### src/rtl/std_mem_d1_arbiter.sv
// rtl/std_mem_d1_arbiter.sv - round-robin go/done arbiter in front of one std_mem_d1 port
//
// Shares a single std_mem_d1 memory port among NUM_REQ requesters that use the
// Calyx go/done group handshake. One access is in flight at a time. Reads return
// registered data, and writes wait for the memory's done.
//
// Optional feature: define MEM_ARB_TIMEOUT_EN to add a WAIT-state watchdog and the
// timeout_err output. When it is undefined, WAIT holds until mem_done arrives.
//
// Ports:
//   clk, reset       clock (rising edge) and asynchronous active-low reset
//   req_go           per-requester go, held high until that requester's done
//   req_addr         packed addresses, requester i at [i*IDX_SIZE +: IDX_SIZE]
//   req_write_data   packed write data, requester i at [i*WIDTH +: WIDTH]
//   req_write_en     per-requester access type (1 = write, 0 = read)
//   req_done         one-cycle done pulse to the granted requester
//   req_read_data    last read result, valid while req_done is nonzero
//   mem_addr0        memory address
//   mem_write_data   memory write data
//   mem_write_en     memory write enable, one cycle per write
//   mem_read_data    memory combinational read data
//   mem_done         memory done, one cycle after write_en
//   busy             high whenever the FSM is not in IDLE
//   grant_idx        currently (or most recently) granted requester
//   timeout_err      (MEM_ARB_TIMEOUT_EN only) pulses with done when WAIT timed out

module std_mem_d1_arbiter #(
  parameter int WIDTH    = 32,
  parameter int IDX_SIZE = 4,
  parameter int NUM_REQ  = 4,
  parameter int TIMEOUT  = 16,
  localparam int REQ_IDX = $clog2(NUM_REQ)
) (
  input  logic                        clk,
  input  logic                        reset,
  input  logic [NUM_REQ-1:0]          req_go,
  input  logic [NUM_REQ*IDX_SIZE-1:0] req_addr,
  input  logic [NUM_REQ*WIDTH-1:0]    req_write_data,
  input  logic [NUM_REQ-1:0]          req_write_en,
  output logic [NUM_REQ-1:0]          req_done,
  output logic [WIDTH-1:0]            req_read_data,
  output logic [IDX_SIZE-1:0]         mem_addr0,
  output logic [WIDTH-1:0]            mem_write_data,
  output logic                        mem_write_en,
  input  logic [WIDTH-1:0]            mem_read_data,
  input  logic                        mem_done,
  output logic                        busy,
  output logic [REQ_IDX-1:0]          grant_idx
`ifdef MEM_ARB_TIMEOUT_EN
  ,
  output logic                        timeout_err
`endif
);

  if (NUM_REQ < 2 || NUM_REQ > 8 || TIMEOUT < 1) begin : g_param_check
    $error("std_mem_d1_arbiter: NUM_REQ must be 2..8 and TIMEOUT at least 1");
  end

  typedef enum logic [1:0] {
    S_IDLE  = 2'd0,
    S_ISSUE = 2'd1,
    S_WAIT  = 2'd2,
    S_ACK   = 2'd3
  } state_t;

  state_t             state;
  logic [REQ_IDX-1:0] rr_ptr;
  logic               lat_we;
  logic               pick_valid;
  logic [REQ_IDX-1:0] pick_idx;
  logic [REQ_IDX-1:0] cand;
  logic [NUM_REQ-1:0] grant_onehot;

`ifdef MEM_ARB_TIMEOUT_EN
  localparam int TCW = $clog2(TIMEOUT + 1);
  logic [TCW-1:0] wait_cnt;
`endif

  // Round-robin pick: walk the offsets from the far end back towards rr_ptr so
  // that the lowest offset with go set is the last one written and wins.
  always_comb begin
    pick_valid = 1'b0;
    pick_idx   = '0;
    cand       = '0;
    for (int k = NUM_REQ - 1; k >= 0; k--) begin
      cand = REQ_IDX'((int'(rr_ptr) + k) % NUM_REQ);
      if (req_go[cand]) begin
        pick_valid = 1'b1;
        pick_idx   = cand;
      end
    end
  end

  assign grant_onehot = NUM_REQ'(1) << grant_idx;

  // mem_addr0 / mem_write_data double as the latched request; lat_we remembers
  // the access type after mem_write_en has dropped.
  always_ff @(posedge clk or negedge reset) begin
    if (!reset) begin
      state          <= S_IDLE;
      rr_ptr         <= '0;
      grant_idx      <= '0;
      lat_we         <= 1'b0;
      req_done       <= '0;
      req_read_data  <= '0;
      mem_addr0      <= '0;
      mem_write_data <= '0;
      mem_write_en   <= 1'b0;
      busy           <= 1'b0;
`ifdef MEM_ARB_TIMEOUT_EN
      wait_cnt       <= '0;
      timeout_err    <= 1'b0;
`endif
    end else begin
      case (state)
        S_IDLE: begin
          if (pick_valid) begin
            grant_idx      <= pick_idx;
            mem_addr0      <= req_addr[int'(pick_idx)*IDX_SIZE +: IDX_SIZE];
            mem_write_data <= req_write_data[int'(pick_idx)*WIDTH +: WIDTH];
            lat_we         <= req_write_en[pick_idx];
            mem_write_en   <= req_write_en[pick_idx];
            busy           <= 1'b1;
            state          <= S_ISSUE;
          end
        end

        S_ISSUE: begin
          mem_write_en <= 1'b0;
          if (lat_we) begin
            state <= S_WAIT;
`ifdef MEM_ARB_TIMEOUT_EN
            wait_cnt <= '0;
`endif
          end else begin
            // Read data is combinational from the memory while the address is
            // presented, so it is captured here and returned with done.
            req_read_data <= mem_read_data;
            req_done      <= grant_onehot;
            state         <= S_ACK;
          end
        end

        S_WAIT: begin
          if (mem_done) begin
            req_done <= grant_onehot;
            state    <= S_ACK;
          end
`ifdef MEM_ARB_TIMEOUT_EN
          else if (wait_cnt == TCW'(TIMEOUT - 1)) begin
            // TIMEOUT cycles spent in WAIT: release the requester anyway.
            req_done    <= grant_onehot;
            timeout_err <= 1'b1;
            state       <= S_ACK;
          end else begin
            wait_cnt <= wait_cnt + 1'b1;
          end
`endif
        end

        S_ACK: begin
          req_done <= '0;
`ifdef MEM_ARB_TIMEOUT_EN
          timeout_err <= 1'b0;
`endif
          rr_ptr <= (grant_idx == REQ_IDX'(NUM_REQ - 1)) ? '0 : grant_idx + 1'b1;
          busy   <= 1'b0;
          state  <= S_IDLE;
        end

        default: state <= S_IDLE;
      endcase
    end
  end

endmodule
### config.mk
export PLATFORM = sky130hd
export DESIGN_NAME = std_mem_d1_arbiter
export DESIGN_NICKNAME = d
export VERILOG_FILES = /design/src/rtl/std_mem_d1_arbiter.sv
export SDC_FILE = /design/constraint.sdc
export NUM_CORES = 1
export LEC_CHECK = 0
export ABC_AREA = 1
export BUFFER_PORTS_ARGS = -buffer_cell sky130_fd_sc_hd__buf_2
export CAP_MARGIN = 20
export CORE_UTILIZATION = 45
export DETAILED_ROUTE_END_ITERATION = 10
export PLACE_DENSITY = 0.81
export SLEW_MARGIN = 20
export SYNTH_ARGS = -nofsm -noshare
export SYNTH_HDL_FRONTEND = slang
export SYNTH_SLANG_ARGS = --single-unit
### constraint.sdc
create_clock -name clk -period 2.6 [get_ports clk]
set_input_delay 0.39 -clock clk [delete_from_list [all_inputs] [get_ports clk]]
set_output_delay 0.39 -clock clk [all_outputs]
set_load 0.05 [all_outputs]
### Yosys cells after proc, flatten, opt, wreduce, memory -nomap -nowiden

Index checks and enable logic that the tools add are counted.

| operators by class | value |
|---|---|
| add/sub/neg operators | 4 |
| $lt $le $gt $ge | 5 |
| eq/ne operators | 7 |
| shift-type cells | 3 |
| mux-type cells | 30 |
| bitwise gates (word level) | 1 |
| reductions and logical operators | 10 |

Operator list:

| operator | count |
|---|---|
| $shiftx 128x8->32 | 1 |
| $shiftx 16x5->4 | 1 |
| $lt 2x3->1 const B | 5 |
| $mux 2 | 7 |
| $mux 1 | 12 |
| $pmux 4 s3 | 1 |
| $bmux 1 s2 | 5 |
| $reduce_and 2->1 | 5 |
| $mux 4 | 2 |
| $pmux 2 s4 | 1 |
| $eq 2x2->1 const B | 3 |
| $ne 2x2->1 const B | 3 |
| $add 2x1->2 const B | 2 |
| $add 2x2->2 const B | 2 |
| $pmux 1 s2 | 2 |
| $reduce_bool 2->1 | 2 |
| $shl 1x2->4 const A | 1 |
| $reduce_and 3->1 | 1 |
| $reduce_bool 3->1 | 1 |
| $eq 2x1->1 const B | 1 |
| $logic_not 2->1 | 1 |
| $not 1->1 | 1 |

| storage, ports and cells | value |
|---|---|
| flip-flop bits (word level) | 81 |
| output and inout bits | 76 |
| logic and storage cells | 70 |

### Logic depth before layout (Yosys ltp)

| depth | value |
|---|---|
| word-level depth | 11 |
| gate-level depth with buffers | 15 |
| depth with buffers taken out | 13 |

### Least setup slack after synthesis

Ideal clock, no wire load.

| timing path | value |
|---|---|
| kind | reg-to-reg |
| from | register rr_ptr[0] |
| to | register mem_write_data[0] |
| data arrival time | 1.676 ns |
| slack | 0.794 ns |
| cell stages (with the launch flop) | 12 |
| clock period less this slack | 1.806 ns |
| cell sequence | dfrtp_1 -> buf_6 -> xnor2_1 -> nand2_2 -> nand3_2 -> nand2_1 -> nand2_2 -> nand2_4 -> buf_6 -> buf_2 -> o211ai_1 -> nand3_1 |

| between the ends | value |
|---|---|
| cells in the longest elaborated chain, start to end | 8 |

RTL lines:

| item | RTL line | source |
|---|---|---|
| start: declaration | 67 | `logic [REQ_IDX-1:0] rr_ptr;` |
| start signal: assignment | 166 | `rr_ptr <= (grant_idx == REQ_IDX'(NUM_REQ - 1)) ? '0 : grant_idx + 1'b1;` |
| $add 2x2->2 | 86 | `cand = REQ_IDX'((int'(rr_ptr) + k) % NUM_REQ);` |
| $bmux 1 s2 | 87 | `if (req_go[cand]) begin` |
| $mux 1 (not written as such) | 87 |  |
| $mux 2 / $mux 1 (equally long branches) (4 in series) | 87 |  |
| $shiftx 128x8->32 / $reduce_and 2->1 (equally long branches) | n/a |  |
| end signal: assignment | 120 | `mem_write_data <= req_write_data[int'(pick_idx)*WIDTH +: WIDTH];` |
| end: declaration | 43 | `output logic [WIDTH-1:0] mem_write_data,` |

Several ways; a longest one is shown, not always the timed one. The select of a mux whose other input is x is not followed.
A chain may end at the register's enable or synchronous reset.

### Worst setup path after layout

| timing path | value |
|---|---|
| from | register rr_ptr[0] |
| to | register busy |

| between the ends | value |
|---|---|
| cells in the longest elaborated chain, start to end | 9 |

RTL lines:

| item | RTL line | source |
|---|---|---|
| $add 2x2->2 | 86 |  |
| $bmux 1 s2 | 87 |  |
| $mux 1 (not written as such) | 87 |  |
| $mux 1 (3 in series) | 87 |  |
| $mux 1 (*) | 87 |  |
| $ne 2x2->1 (no line) (*) | n/a |  |
| $reduce_and 2->1 (no line) (*) | n/a |  |
| end signal: assignment | 109 | `busy <= 1'b0;` |
| end signal: assignment | 123 | `busy <= 1'b1;` |
| end signal: assignment | 167 | `busy <= 1'b0;` |
| end: declaration | 47 | `output logic busy,` |

Mark *: on every way between the ends. The rest lies on a longest branch, timed or not. The select of a mux whose other input is x is not followed.

==> metrics <==
Post-Syn Area per Cell 7.77 um2; Final ANT Viol Nets 0; clk_lat worst skew 0.35 ns; Remaining DRCs 0; leakage power 3.68 nW; DIE AREA 0.0111 mm2; max-cap violations 0; Top delay family on crit path simple AND/OR/NAND/NOR gates; Final setup violation count 0; endpoints failing hold 0; fin crit share 87.8%; Avg Vias per Cell 4.92; Max Clock Skew 0.00840 ns; pwr/cell area 1580 mW/mm2; CP max stage delay 0.55 ns; # IOs 263; Synth cell types 30; Arr. time, crit path 2.52 ns; top cell type's share of synthesized area 42.1%; clock buffer count from CTS 9; final wirelength 13900 um; Global Route met1 Usage 30.6%; Final WS setup 0.316 ns; fraction of layout cells with a size suffix above 1 36.7%; leading area contributor after synthesis dfrtp_1; critical path class flop to flop; via count 4977; Sink Count 81; worst ir drop on vdd 0.742 mV; min-delay worst type primary input to async pin; port bufs 262; Placed Area 0.00621 mm2; global-route track usage on met2 45.2%; Seq/Total Area, Yosys 42.1%; Root Buffer clkbuf_8; setup TNS 0 ns; Mapped Cells 620; cell with the most instances on the worst path nand2_1; Main synth FF type dfrtp_1; P_int 4.42 mW; Slew Limit Fails 0; final net count 1066; largest net degree at the start of global routing 51; # rows 37; Yosys reg bits 81; CTS H-tree depth 3; initial antenna violation count 1; Startpoint Class flop; Synth Warn # 0; hold-fix buffers at CTS 0; Crit path buffers/inverters 4; normalized max-slew margin 49.3%; hpwl dp 10600 um; synthesized cell area 0.00482 mm2; RSZ-0062 raised after global routing no; gr usage total 25.3%; hold_ws 0.0624 ns; outcome finished clean; P_sw 5.83 mW; fmax 438 MHz; Initial Utilization 46.5%; GPL Wtd Cong 0.838; vias in the first global route 4726; CP Data Required Time 2.84 ns; CTS tree yes; part of the power in the clock network 10.8%; Design Power 10.2 mW; crit-path cells inv_1 > nand2_1 > nand2_1 > nand2_1 > nand2_1 > nor2_1 > nand2_1 > nand2_2 > buf_4 > inv_1 > o21ai_0 > inv_1; sequential power share 22.4%; global-route wire length before repair 22400 um; worst-margin pin slew 0.760 ns; Async SR Flop Fraction 100%; Die Wd 105 um; Longest Clk Path Bufs 2; slowest CP cell dfrtp_1; area of the core 0.0104 mm2; First-pass DRT Iterations 4; GRT overflow 0; Final Cell Area 0.00647 mm2; minimum clock period 2.28 ns; busiest grt layer met2; DR WL/cell 13.8 um; Setup Fix Bufs, Post-CTS 0; clk slew on worst S/H paths 0.08 ns; Sw Share 56.8%; Worst setup EP type flop; Die H 105 um; Area growth syn-to-layout 34.3%; synth top area cells dfrtp_1 (42%), nand2_1 (18%), o211ai_1 (6.9%); Combinational Power Share 66.8%; number of DRC markers in iteration 0 176; setup slack at placement 0.201 ns; Post-CTS Resized 0; syn nets 816; Crit Path Max Fanout 17; Post-synth EDFFs 0; GRT met3 Usage 4.95%
## cell usage in the layout (no fill, tap or decap), types with 4 or more instances in the layout
| cell | instances |
|---|---|
| nand2_1 | 229 |
| o211ai_1 | 44 |
| buf_2 | 261 |
| o211ai_2 | 14 |
| ha_1 | 9 |
| nor2_4 | 4 |
| a21oi_1 | 4 |
| buf_4 | 8 |
| inv_1 | 69 |
| nand3b_1 | 14 |
| o21ai_0 | 10 |
| clkbuf_8 | 9 |
| or2_0 | 8 |
| nand3_2 | 4 |
| dfrtp_1 | 81 |
| nand3_1 | 56 |
| or2_1 | 21 |
## routing by layer
layer | vias to the layer above | wire (um)
met5 | - | 0
met1 | 2291 | 5600
met4 | 0 | 329
met2 | 171 | 7250
met3 | 26 | 765
li1 | 2489 | -
## power by group through the flow
| stage | sequential, mW | combinational (mW) | clock (mW) |
|---|---|---|---|
| 2_1_floorplan | 4.28 | 3.39 | 0 |
| 3_3_place_gp | 2.30 | 6.75 | 0 |
| 3_5_place_dp | 2.30 | 6.87 | 0 |
| 4_1_cts | 2.29 | 6.86 | 1.14 |
| 5_1_grt | 2.38 | 7.48 | 1.19 |
| 6_report | 2.29 | 6.85 | 1.11 |
## layout make-up
class	count	area, um2
Timing Repair Buffer	272	1430
Fill cell	983	3900
Inverter	72	270
Tap cell	136	170
Clock inverter	6	115
Antenna cell	1	2.50
Multi-Input combinational cell	434	2330
Sequential cell	81	2030
Clock buffer	10	128
## cell usage after synthesis, types with 4 or more instances
| master | count |
|---|---|
| buf_2 | 12 |
| o211ai_2 | 14 |
| nand3_1 | 56 |
| dfrtp_1 | 81 |
| ha_1 | 9 |
| buf_6 | 7 |
| clkbuf_1 | 11 |
| o211ai_1 | 44 |
| a21oi_1 | 4 |
| nor2_1 | 5 |
| or2_0 | 8 |
| nand2_1 | 229 |
| o21ai_0 | 10 |
| nand3b_1 | 14 |
| nand3_2 | 4 |
| inv_1 | 69 |
| or2_1 | 21 |
## flip-flops by register name (all words and copies together) (netlist names)
name / cells
mem_write_data: 32
req_read_data: 32
mem_addr0: 4
req_done: 4
grant_idx: 2
rr_ptr: 2
state: 2
busy: 1
lat_we: 1
mem_write_en: 1
## final timing paths
check	from	to	slack (ns)	cells after the start
worst max-delay path	rr_ptr[0]	busy	0.32	12
worst min-delay path	reset	req_read_data[22]	0.06	1
max in group asynchronous	reset	req_read_data[15]	1.91	2
min in group clk	mem_read_data[18]	req_read_data[18]	0.23	3
worst min register to register	req_read_data[1]	req_read_data[1]	0.47	2
worst max register to register	rr_ptr[0]	busy	0.32	12
## stage by stage
| step | util, % | instances |
|---|---|---|
| 5_1_grt | 62.4 | 1012 |
| 2_1_floorplan | - | 620 |
| 6_report | 62.4 | 1012 |
| 3_5_place_dp | 59.9 | 994 |
| 3_3_place_gp | 59.9 | 994 |
| 4_1_cts | 62.2 | 1010 |
## cells by family (layout without fill, tap and decap cells)
logic type	Yosys count	after routing	synth area share (%)
simple gates	346	347	32.7
buf+inv	106	360	9.90
flops	81	81	42.1
compound gates	77	77	12.8
fa+ha+maj	9	9	2.34
xor+xnor	1	1	0.182
other cells	0	1	0
Power figures use the tool's default switching activity.
